--- config.mk ---
export PLATFORM = sky130hd
export DESIGN_NAME = reg_file_wb_flat
export DESIGN_NICKNAME = d
export VERILOG_FILES = /design/src/rtl/rf_pkg.sv /design/src/rtl/reg_file_wb_if.sv /design/src/rtl/reg_scoreboard.sv /design/src/rtl/reg_file_wb.sv /design/src/flat_wrapper.sv
export SDC_FILE = /design/constraint.sdc
export NUM_CORES = 1
export LEC_CHECK = 0
export BUFFER_PORTS_ARGS = -buffer_cell sky130_fd_sc_hd__buf_2
export CAP_MARGIN = 20
export CORE_ASPECT_RATIO = 0.5
export CORE_MARGIN = 2
export CORE_UTILIZATION = 30
export DETAILED_ROUTE_END_ITERATION = 10
export GPL_TIMING_DRIVEN = 0
export SLEW_MARGIN = 20
export SYNTH_ARGS = -nofsm -noshare
export SYNTH_HDL_FRONTEND = slang
export SYNTH_SLANG_ARGS = --single-unit
--- constraint.sdc ---
create_clock -name clk -period 7.8 [get_ports clk]
set_input_delay 0.39 -clock clk [delete_from_list [all_inputs] [get_ports clk]]
set_output_delay 0.39 -clock clk [all_outputs]
set_load 0.02 [all_outputs]
--- src/rtl/rf_pkg.sv ---
// Shared types and constants for the writeback register file.
// Holds register count/width, the null index and the index type.
package rf_pkg;

    localparam int NREG  = 7;
    localparam int WIDTH = 16;
    localparam int IDX_W = 3;
    localparam int IDX_SPAN = 1 << IDX_W;

    typedef logic [IDX_W-1:0] reg_idx_t;

    localparam reg_idx_t NULL_ADDR = 3'b111;

    // True for any index that names real storage.
    function automatic logic is_real_reg(input reg_idx_t idx);
        return idx != NULL_ADDR;
    endfunction

endpackage

--- src/rtl/reg_file_wb_if.sv ---
// Writeback / issue bundle of the register file.
// master: writeback and decode side; slave: the register file.
interface reg_file_wb_if #(
    parameter int NREG  = rf_pkg::NREG,
    parameter int WIDTH = rf_pkg::WIDTH
);
    import rf_pkg::*;

    logic                  wb_valid;
    reg_idx_t              dest_address_wb;
    logic [WIDTH-1:0]      data_wb;
    logic                  issue_valid;
    reg_idx_t              issue_dest;
    reg_idx_t              issue_src_a;
    reg_idx_t              issue_src_b;
    logic [NREG*WIDTH-1:0] raw_data_112;
    logic [NREG-1:0]       busy;
    logic                  stall;
    logic [15:0]           wb_count;

    modport master (
        output wb_valid,
        output dest_address_wb,
        output data_wb,
        output issue_valid,
        output issue_dest,
        output issue_src_a,
        output issue_src_b,
        input  raw_data_112,
        input  busy,
        input  stall,
        input  wb_count
    );

    modport slave (
        input  wb_valid,
        input  dest_address_wb,
        input  data_wb,
        input  issue_valid,
        input  issue_dest,
        input  issue_src_a,
        input  issue_src_b,
        output raw_data_112,
        output busy,
        output stall,
        output wb_count
    );

endinterface

--- src/rtl/reg_scoreboard.sv ---
// Pending-write scoreboard: per-register busy bits and issue stall.
// Ports: clk/rst, writeback and issue requests in; busy, stall out.
module reg_scoreboard
    import rf_pkg::*;
#(
    parameter int NREG = rf_pkg::NREG
) (
    input  logic            clk,
    input  logic            rst,
    input  logic            wb_valid,
    input  reg_idx_t        wb_dest,
    input  logic            issue_valid,
    input  reg_idx_t        issue_dest,
    input  reg_idx_t        src_a,
    input  reg_idx_t        src_b,
    output logic [NREG-1:0] busy,
    output logic            stall
);

    logic [IDX_SPAN-1:0] busy_ext;
    logic [IDX_SPAN-1:0] hz;
    logic [IDX_SPAN-1:0] clr;
    logic [IDX_SPAN-1:0] set;
    logic [IDX_SPAN-1:0] busy_n;
    logic                accept;

    // Busy is widened to cover every index value so the 3-bit
    // selects below never fall outside the vector.
    always_comb begin
        busy_ext = '0;
        busy_ext[NREG-1:0] = busy;
    end

    // A writeback landing this cycle resolves the hazard on its
    // register; the consumer picks the value up downstream.
    always_comb begin
        hz = '0;
        for (int i = 0; i < IDX_SPAN; i++) begin
            hz[i] = busy_ext[i]
                  && is_real_reg(reg_idx_t'(i))
                  && !(wb_valid && wb_dest == reg_idx_t'(i));
        end
    end

    always_comb begin
        stall = issue_valid
              & (hz[src_a] | hz[src_b] | hz[issue_dest]);
    end

    assign accept = issue_valid & ~stall;

    always_comb begin
        clr = '0;
        set = '0;
        if (wb_valid && is_real_reg(wb_dest))
            clr[wb_dest] = 1'b1;
        if (accept && is_real_reg(issue_dest))
            set[issue_dest] = 1'b1;
    end

    // Set is applied after clear so a same-cycle issue keeps busy.
    assign busy_n = (busy_ext & ~clr) | set;

    always_ff @(posedge clk or posedge rst) begin
        if (rst)
            busy <= '0;
        else
            busy <= busy_n[NREG-1:0];
    end

endmodule

--- src/rtl/reg_file_wb.sv ---
// Architectural register file with writeback port and write counter.
// Ports: clk, rst, bus (slave): writeback/issue in; raw data, busy, stall, count out.
module reg_file_wb
    import rf_pkg::*;
#(
    parameter int NREG  = rf_pkg::NREG,
    parameter int WIDTH = rf_pkg::WIDTH
) (
    input  logic          clk,
    input  logic          rst,
    reg_file_wb_if.slave  bus
);

    logic [WIDTH-1:0] regs [NREG];
    logic [15:0]      cnt;
    logic [NREG-1:0]  busy;
    logic             stall;
    logic             wr_en;

    assign wr_en = bus.wb_valid
                && is_real_reg(bus.dest_address_wb)
                && (int'(bus.dest_address_wb) < NREG);

    always_ff @(posedge clk or posedge rst) begin
        if (rst) begin
            for (int i = 0; i < NREG; i++)
                regs[i] <= '0;
            cnt <= '0;
        end else begin
            for (int i = 0; i < NREG; i++) begin
                if (wr_en && bus.dest_address_wb == reg_idx_t'(i))
                    regs[i] <= bus.data_wb;
            end
            if (wr_en)
                cnt <= cnt + 16'd1;
        end
    end

    reg_scoreboard #(
        .NREG (NREG)
    ) u_sb (
        .clk         (clk),
        .rst         (rst),
        .wb_valid    (bus.wb_valid),
        .wb_dest     (bus.dest_address_wb),
        .issue_valid (bus.issue_valid),
        .issue_dest  (bus.issue_dest),
        .src_a       (bus.issue_src_a),
        .src_b       (bus.issue_src_b),
        .busy        (busy),
        .stall       (stall)
    );

    // No read bypass: a write shows up the cycle after it lands.
    for (genvar g = 0; g < NREG; g++) begin : g_raw
        assign bus.raw_data_112[g*WIDTH +: WIDTH] = regs[g];
    end

    assign bus.busy     = busy;
    assign bus.stall    = stall;
    assign bus.wb_count = cnt;

endmodule

--- src/flat_wrapper.sv ---
// flat-port wrapper written by rule: the top's interface ports become plain ports
module reg_file_wb_flat import rf_pkg::*;
#(
    parameter int NREG  = rf_pkg::NREG,
    parameter int WIDTH = rf_pkg::WIDTH
)
  (clk, rst, bus_wb_valid, bus_dest_address_wb, bus_data_wb, bus_issue_valid, bus_issue_dest, bus_issue_src_a, bus_issue_src_b, bus_raw_data_112, bus_busy, bus_stall, bus_wb_count);
  reg_file_wb_if #(.NREG(NREG), .WIDTH(WIDTH)) bus_i ();
  input  logic clk;
  input  logic rst;
  input wire logic [$bits(bus_i.wb_valid)-1:0] bus_wb_valid;
  input wire logic [$bits(bus_i.dest_address_wb)-1:0] bus_dest_address_wb;
  input wire logic [$bits(bus_i.data_wb)-1:0] bus_data_wb;
  input wire logic [$bits(bus_i.issue_valid)-1:0] bus_issue_valid;
  input wire logic [$bits(bus_i.issue_dest)-1:0] bus_issue_dest;
  input wire logic [$bits(bus_i.issue_src_a)-1:0] bus_issue_src_a;
  input wire logic [$bits(bus_i.issue_src_b)-1:0] bus_issue_src_b;
  output wire logic [$bits(bus_i.raw_data_112)-1:0] bus_raw_data_112;
  output wire logic [$bits(bus_i.busy)-1:0] bus_busy;
  output wire logic [$bits(bus_i.stall)-1:0] bus_stall;
  output wire logic [$bits(bus_i.wb_count)-1:0] bus_wb_count;
  assign bus_i.wb_valid = bus_wb_valid;
  assign bus_i.dest_address_wb = bus_dest_address_wb;
  assign bus_i.data_wb = bus_data_wb;
  assign bus_i.issue_valid = bus_issue_valid;
  assign bus_i.issue_dest = bus_issue_dest;
  assign bus_i.issue_src_a = bus_issue_src_a;
  assign bus_i.issue_src_b = bus_issue_src_b;
  assign bus_raw_data_112 = bus_i.raw_data_112;
  assign bus_busy = bus_i.busy;
  assign bus_stall = bus_i.stall;
  assign bus_wb_count = bus_i.wb_count;
  reg_file_wb #(.NREG(NREG), .WIDTH(WIDTH)) u_core (.clk(clk), .rst(rst), .bus(bus_i));
endmodule
# Word level (Yosys, flattened, before mapping)

Cells that the tools add are included.

Reductions and logical operators: 34
Equal/unequal tests: 8
Bitwise gates (word level): 8
Order comparisons: 7
Add/subtract/negate cells: 1
Mux-type cells: 12

Operators with widths:

| cell                  | number |
|---|---|
| $logic_and 1x1->1     | 26 |
| $add 16x1->16 const B | 1 |
| $lt 3x4->1 const B    | 4 |
| $mux 7                | 2 |
| $bmux 1 s3            | 3 |
| $eq 3x3->1 const B    | 3 |
| $and 7x7->7           | 1 |
| $logic_not 1->1       | 7 |
| $not 7->7             | 1 |
| $or 7x7->7            | 1 |
| $demux 1 s3           | 2 |
| $eq 3x2->1 const B    | 2 |
| $ge 3x1->1 const B    | 2 |
| $ne 3x3->1 const B    | 2 |
| $mux 1                | 5 |
| $eq 3x1->1 const B    | 1 |
| $logic_not 3->1       | 1 |
| $lt 3x3->1 const B    | 1 |
| $and 1x1->1           | 2 |
| $or 1x1->1            | 2 |
| $not 1->1             | 1 |

Word-level logic and storage cells: 79
Bits of input ports: 32
Bits in registers: 135

# Longest topological paths before layout

Depth in word-level cells: 14
Gate-level depth with buffers: 8
Gate-level depth less buffers: 6

# Hierarchy

From an unflattened synthesis, not the netlist that was laid out.

Cell total of the unflattened synthesis: 388
Area, all modules: 5,698.0 um2

By module, submodules not included:

| module         | cells each | area an instance (um2) | instances | seq. area each (um2) |
|---|---|---|---|---|
| reg_file_wb    | 306        | 4,979.8                | 1         | 3,203.1 |
| reg_scoreboard | 82         | 718.2                  | 1         | 175.2 |

# Worst setup path before layout

No wires, ideal clock.

Path kind: input to output
Start: input bus_dest_address_wb[2]
End: output bus_stall
Arrival: 2.003 ns
Path buffers: 1
Required time: 7.410 ns
Slack: 5.407 ns
Cell stages on the path: 7
Cells stage by stage: buf_2 -> nor4b_4 -> nand2b_1 -> o41ai_1 -> nor4_4 -> nand4_4 -> and2_1

Word-level cells in the longest chain between the ends: 9

Ends and longest elaborated chain:

| what                                     | RTL line             | text |
|---|---|---|
| start, declared                          | flat_wrapper.sv:12   | `input wire logic [$bits(bus_i.dest_address_wb)-1:0] bus_dest_address_wb;` |
| $eq 3x1->1, or another cell as far along | reg_scoreboard.sv:41 | `&& !(wb_valid && wb_dest == reg_idx_t'(i));` |
| $logic_and 1x1->1                        | reg_scoreboard.sv:41 |  |
| $logic_not 1->1                          | reg_scoreboard.sv:41 |  |
| $logic_and 1x1->1                        | reg_scoreboard.sv:41 |  |
| $bmux 1 s3                               | reg_scoreboard.sv:47 | `& (hz[src_a] \| hz[src_b] \| hz[issue_dest]);` |
| $mux 1 (implied by the code)             | reg_scoreboard.sv:47 |  |
| $or 1x1->1                               | reg_scoreboard.sv:47 |  |
| $or 1x1->1 (*)                           | reg_scoreboard.sv:47 |  |
| $and 1x1->1 (*)                          | reg_scoreboard.sv:47 |  |
| end, declared                            | flat_wrapper.sv:20   | `output wire logic [$bits(bus_i.stall)-1:0] bus_stall;` |

Every way passes the cells marked *; elsewhere a longest branch is shown, timed or not. The select of a mux whose other input is x is not followed.

# Worst setup path after layout

Start: input bus_dest_address_wb[0]
End: output bus_stall

Same word-level chain as after synthesis.

==> flow_summary.toml <==
[yosys]
synth_area_leaders = "dfrtp_1 (62%), mux2_2 (23%), xnor2_1 (1.6%)"
synth_warnings = 0
synth.top_cell.area_share = 0.617
avgSynthCellArea_um2 = 14.4
synth-seq-area-share = 0.617
syn_inst = 380
synth_common_cells = "dfrtp_1 (135), mux2_2 (113), nand2_1 (22)"
synth-main-ff-cell = "dfrtp_1"
netlist_area_mm2 = 0.00547
synth-seq-cells = 135
synth_most_common_cell = "dfrtp_1"
synth.distinct_cells = 39
async_reset_ff_frac = 1.00
yosys.area.top_type = "dfrtp_1"
synth_edf_count = 0
syn_nets = 413

[detailed_routing]
wl_per_cell_um = 17.7
dr.pass1.iters = 4
drcViolationCount = 0
dr.first_iter.drc_count = 139
viasPerCell = 4.56
finalWirelength_mm = 14.3
dr_total_vias = 3691
postRouteAntennaNets = 0

[floorplan]
start_util = 0.311
dieArea_mm2 = 0.0194
core_mm2 = 0.0176
fp-row-count = 34
num_io_pins = 168
die_x_um = 195
die_h_um = 99.5

[critical_path]
reg2reg_to = "u_core.bus.wb_count[15]"
cp_slowest_cell = "nand4b_1"
reg2reg_slack_ns = 6.21
timing_worst_setup_path_type = "input port to output pin"
path_delay_family = "simple AND/OR/NAND/NOR gates"
crit_path_end_kind = "output pin"
crit_required_ns = 7.41
crit_start = "bus_dest_address_wb[0]"
crit_arrival_ns = 2.65
critPathMaxStageDelay_ns = 0.71
start_kind = "input port"
crit_end = "bus_stall"
worstSetupPathDepth = 8
worstPathMaxFanout = 10
crit_chain = "buf_2 -> nand4b_1 -> nand4_1 -> o41ai_1 -> nor4_4 -> nand4_4 -> and2_1 -> buf_2"
rr_worst_depth = 5
cp_common_cell = "buf_2"
path_buf_inv = 2
r2r_start = "u_core.bus.wb_count[3]"

[timing]
layout_min_cycle_time_ns = 3.04
max-slew-margin-rel = 0.432
tightest_slew_ns = 0.851
tns_ns = 0
hold_violations = 0
clock_skew_ns = 0.00526
final-max-slew-violation-count = 0
setup_viol = 0
rsz0062_at_grt = "false"
fmax_ghz = 0.329
finalCritPeriodShare = 0.390

[grt]
grt_util_met2 = 0.262
first_global_vias = 3861
antenna_found_initial = 0
grt_overflow = 0
use_met3 = 0.0454
grt_use_met1 = 0.190
grt_usage = 0.153
top_usage_layer = "met2"
grt_max_degree = 107
grt_pass1_wl_mm = 22.4

[flow_run]
drv_cap = 0

[clock_tree]
h-tree-depth = 4
clkSlewWorstSetupHoldPaths_ns = 0.06
cts_tree = "built"
clk-insertion-delay-late_ns = 0.41
clock-root-buffer = "clkbuf_16"
postCtsSetupRepairBufs = 0
clkSinkCount = 135
cts_buffers = 17
clockBufferDepth = 2

[place]
port_buffers = 162
routabilityCongestion = 0.784
dp_hpwl_mm = 9.92

[pwr]
p_leak_nw = 3.42
p_total_w = 0.00248
power_density_mw_per_mm2 = 342
irDropWorstVdd_mv = 0.142

[final_layout]
insertedDiodeCount = 0
nets = 596
layout-drive-gt1-share = 0.557
fill_cells = 1730
area_delta_synth_final_pct = 32.7

[hold_path]
hp-class = "input port to flop"
hold_depth = 3

[status]
status = "finished clean"
## logic make-up after synthesis
kind of cell	Yosys count	synth area share
xor gates and xnor gates	15	0.0240
DFF	135	0.617
adders and majority gates	1	0.00229
and+or+nand+nor	79	0.0876
muxes	113	0.233
buffers and inverters	21	0.0178
AOI/OAI and AO/OA	16	0.0183
## worst reg2reg max path, stage by stage, from the launching register on
cell,delay [ns]
dfrtp_1,0.42
and3_1,0.23
nand3_1,0.12
nor3_1,0.40
nand3_1,0.16
xnor2_1,0.15
## cell usage in the layout, fill, tap and decap left out, types with 2 or more instances in the layout
| cell type | synthesis | routed |
|---|---|---|
| nand2b_1 | 5 | 5 |
| nor2b_1 | 4 | 4 |
| nand2_1 | 22 | 22 |
| or3_1 | 2 | 2 |
| clkbuf_1 | 6 | 6 |
| clkbuf_16 | 0 | 17 |
| nor4bb_1 | 3 | 3 |
| o22ai_1 | 3 | 3 |
| clkinv_4 | 0 | 2 |
| o41ai_1 | 2 | 2 |
| xnor2_1 | 10 | 10 |
| nand4_1 | 2 | 2 |
| inv_6 | 0 | 4 |
| nand3_1 | 11 | 11 |
| o21ai_1 | 5 | 5 |
| nor3_1 | 5 | 5 |
| and2_1 | 2 | 2 |
| xor2_1 | 5 | 5 |
| mux2_2 | 113 | 113 |
| buf_2 | 6 | 168 |
| nand4b_1 | 3 | 3 |
| dfrtp_1 | 135 | 135 |
| inv_8 | 0 | 4 |
| bufinv_16 | 0 | 4 |
| and3_1 | 3 | 3 |
| nor2_1 | 8 | 8 |
| inv_1 | 6 | 5 |
| a21oi_1 | 3 | 3 |
## sequential cells by signal, summed over array words and instances (netlist names)
| register | flops |
|---|---|
| u_core.bus.raw_data_112 | 112 |
| u_core.u_sb.busy | 7 |
| u_core.bus.wb_count | 16 |
## report_power, final
part | switching (W) | internal (W) | leakage, nW
clock | 0.000336 | 0.000545 | 0.311
sequential | 0.0000890 | 0.000859 | 1.64
combinational | 0.000396 | 0.000254 | 1.47
## what timing repair did
action                                 in CTS  in global routing
resized for setup                           0                  0
hold buffers                                1                  0
endpoints found under the hold margin      29                  0
## metal layers
| layer | vias to the layer above | wire length [um] | part of all wire |
|---|---|---|---|
| li1 | 1722 | - | - |
| met3 | 6 | 543 | 0.038 |
| met4 | 0 | 129 | 0.0090 |
| met2 | 71 | 7220 | 0.51 |
| met5 | - | 0 | 0 |
| met1 | 1892 | 6390 | 0.45 |
## metrics by stage
| step | util | instances | cell area, um^2 | setup WS [ns] | hold WS [ns] |
|---|---|---|---|---|---|
| 4_1_cts | 0.412 | 809 | 7260 | 4.78 | 0.250 |
| 3_5_place_dp | 0.375 | 777 | 6610 | 4.78 | 0.366 |
| 6_report | 0.412 | 809 | 7260 | 4.76 | 0.278 |
| 3_3_place_gp | 0.373 | 776 | 6580 | 2.21 | 0.460 |
| 2_1_floorplan | - | 380 | 5470 | 3.80 | 0.527 |
| 5_1_grt | 0.412 | 809 | 7260 | 4.58 | 0.264 |
## final cells by class
class,count,area (um^2),area share
flip-flops and latches,135,3380,0.465
multi-input cells,224,2000,0.275
repair buffers,164,848,0.117
clock buffers,17,425,0.0586
well taps,234,293,0.0403
clock inverters,14,214,0.0295
plain buffers,15,75.1,0.0103
inverters,6,30.0,0.00414
## worst min-delay path by stage
stage	start	to	slack [ns]
after floorplan	bus_issue_valid	u_core.u_sb.busy[5]	0.53
after global placement	u_core.bus.wb_count[15]	u_core.bus.wb_count[15]	0.46
after detailed placement	rst	u_core.bus.raw_data_112[20]	0.37
after CTS	bus_issue_valid	u_core.u_sb.busy[5]	0.25
after global routing	bus_issue_valid	u_core.u_sb.busy[5]	0.26
final	bus_issue_valid	u_core.u_sb.busy[5]	0.28
(Power assumes the default switching activity.)
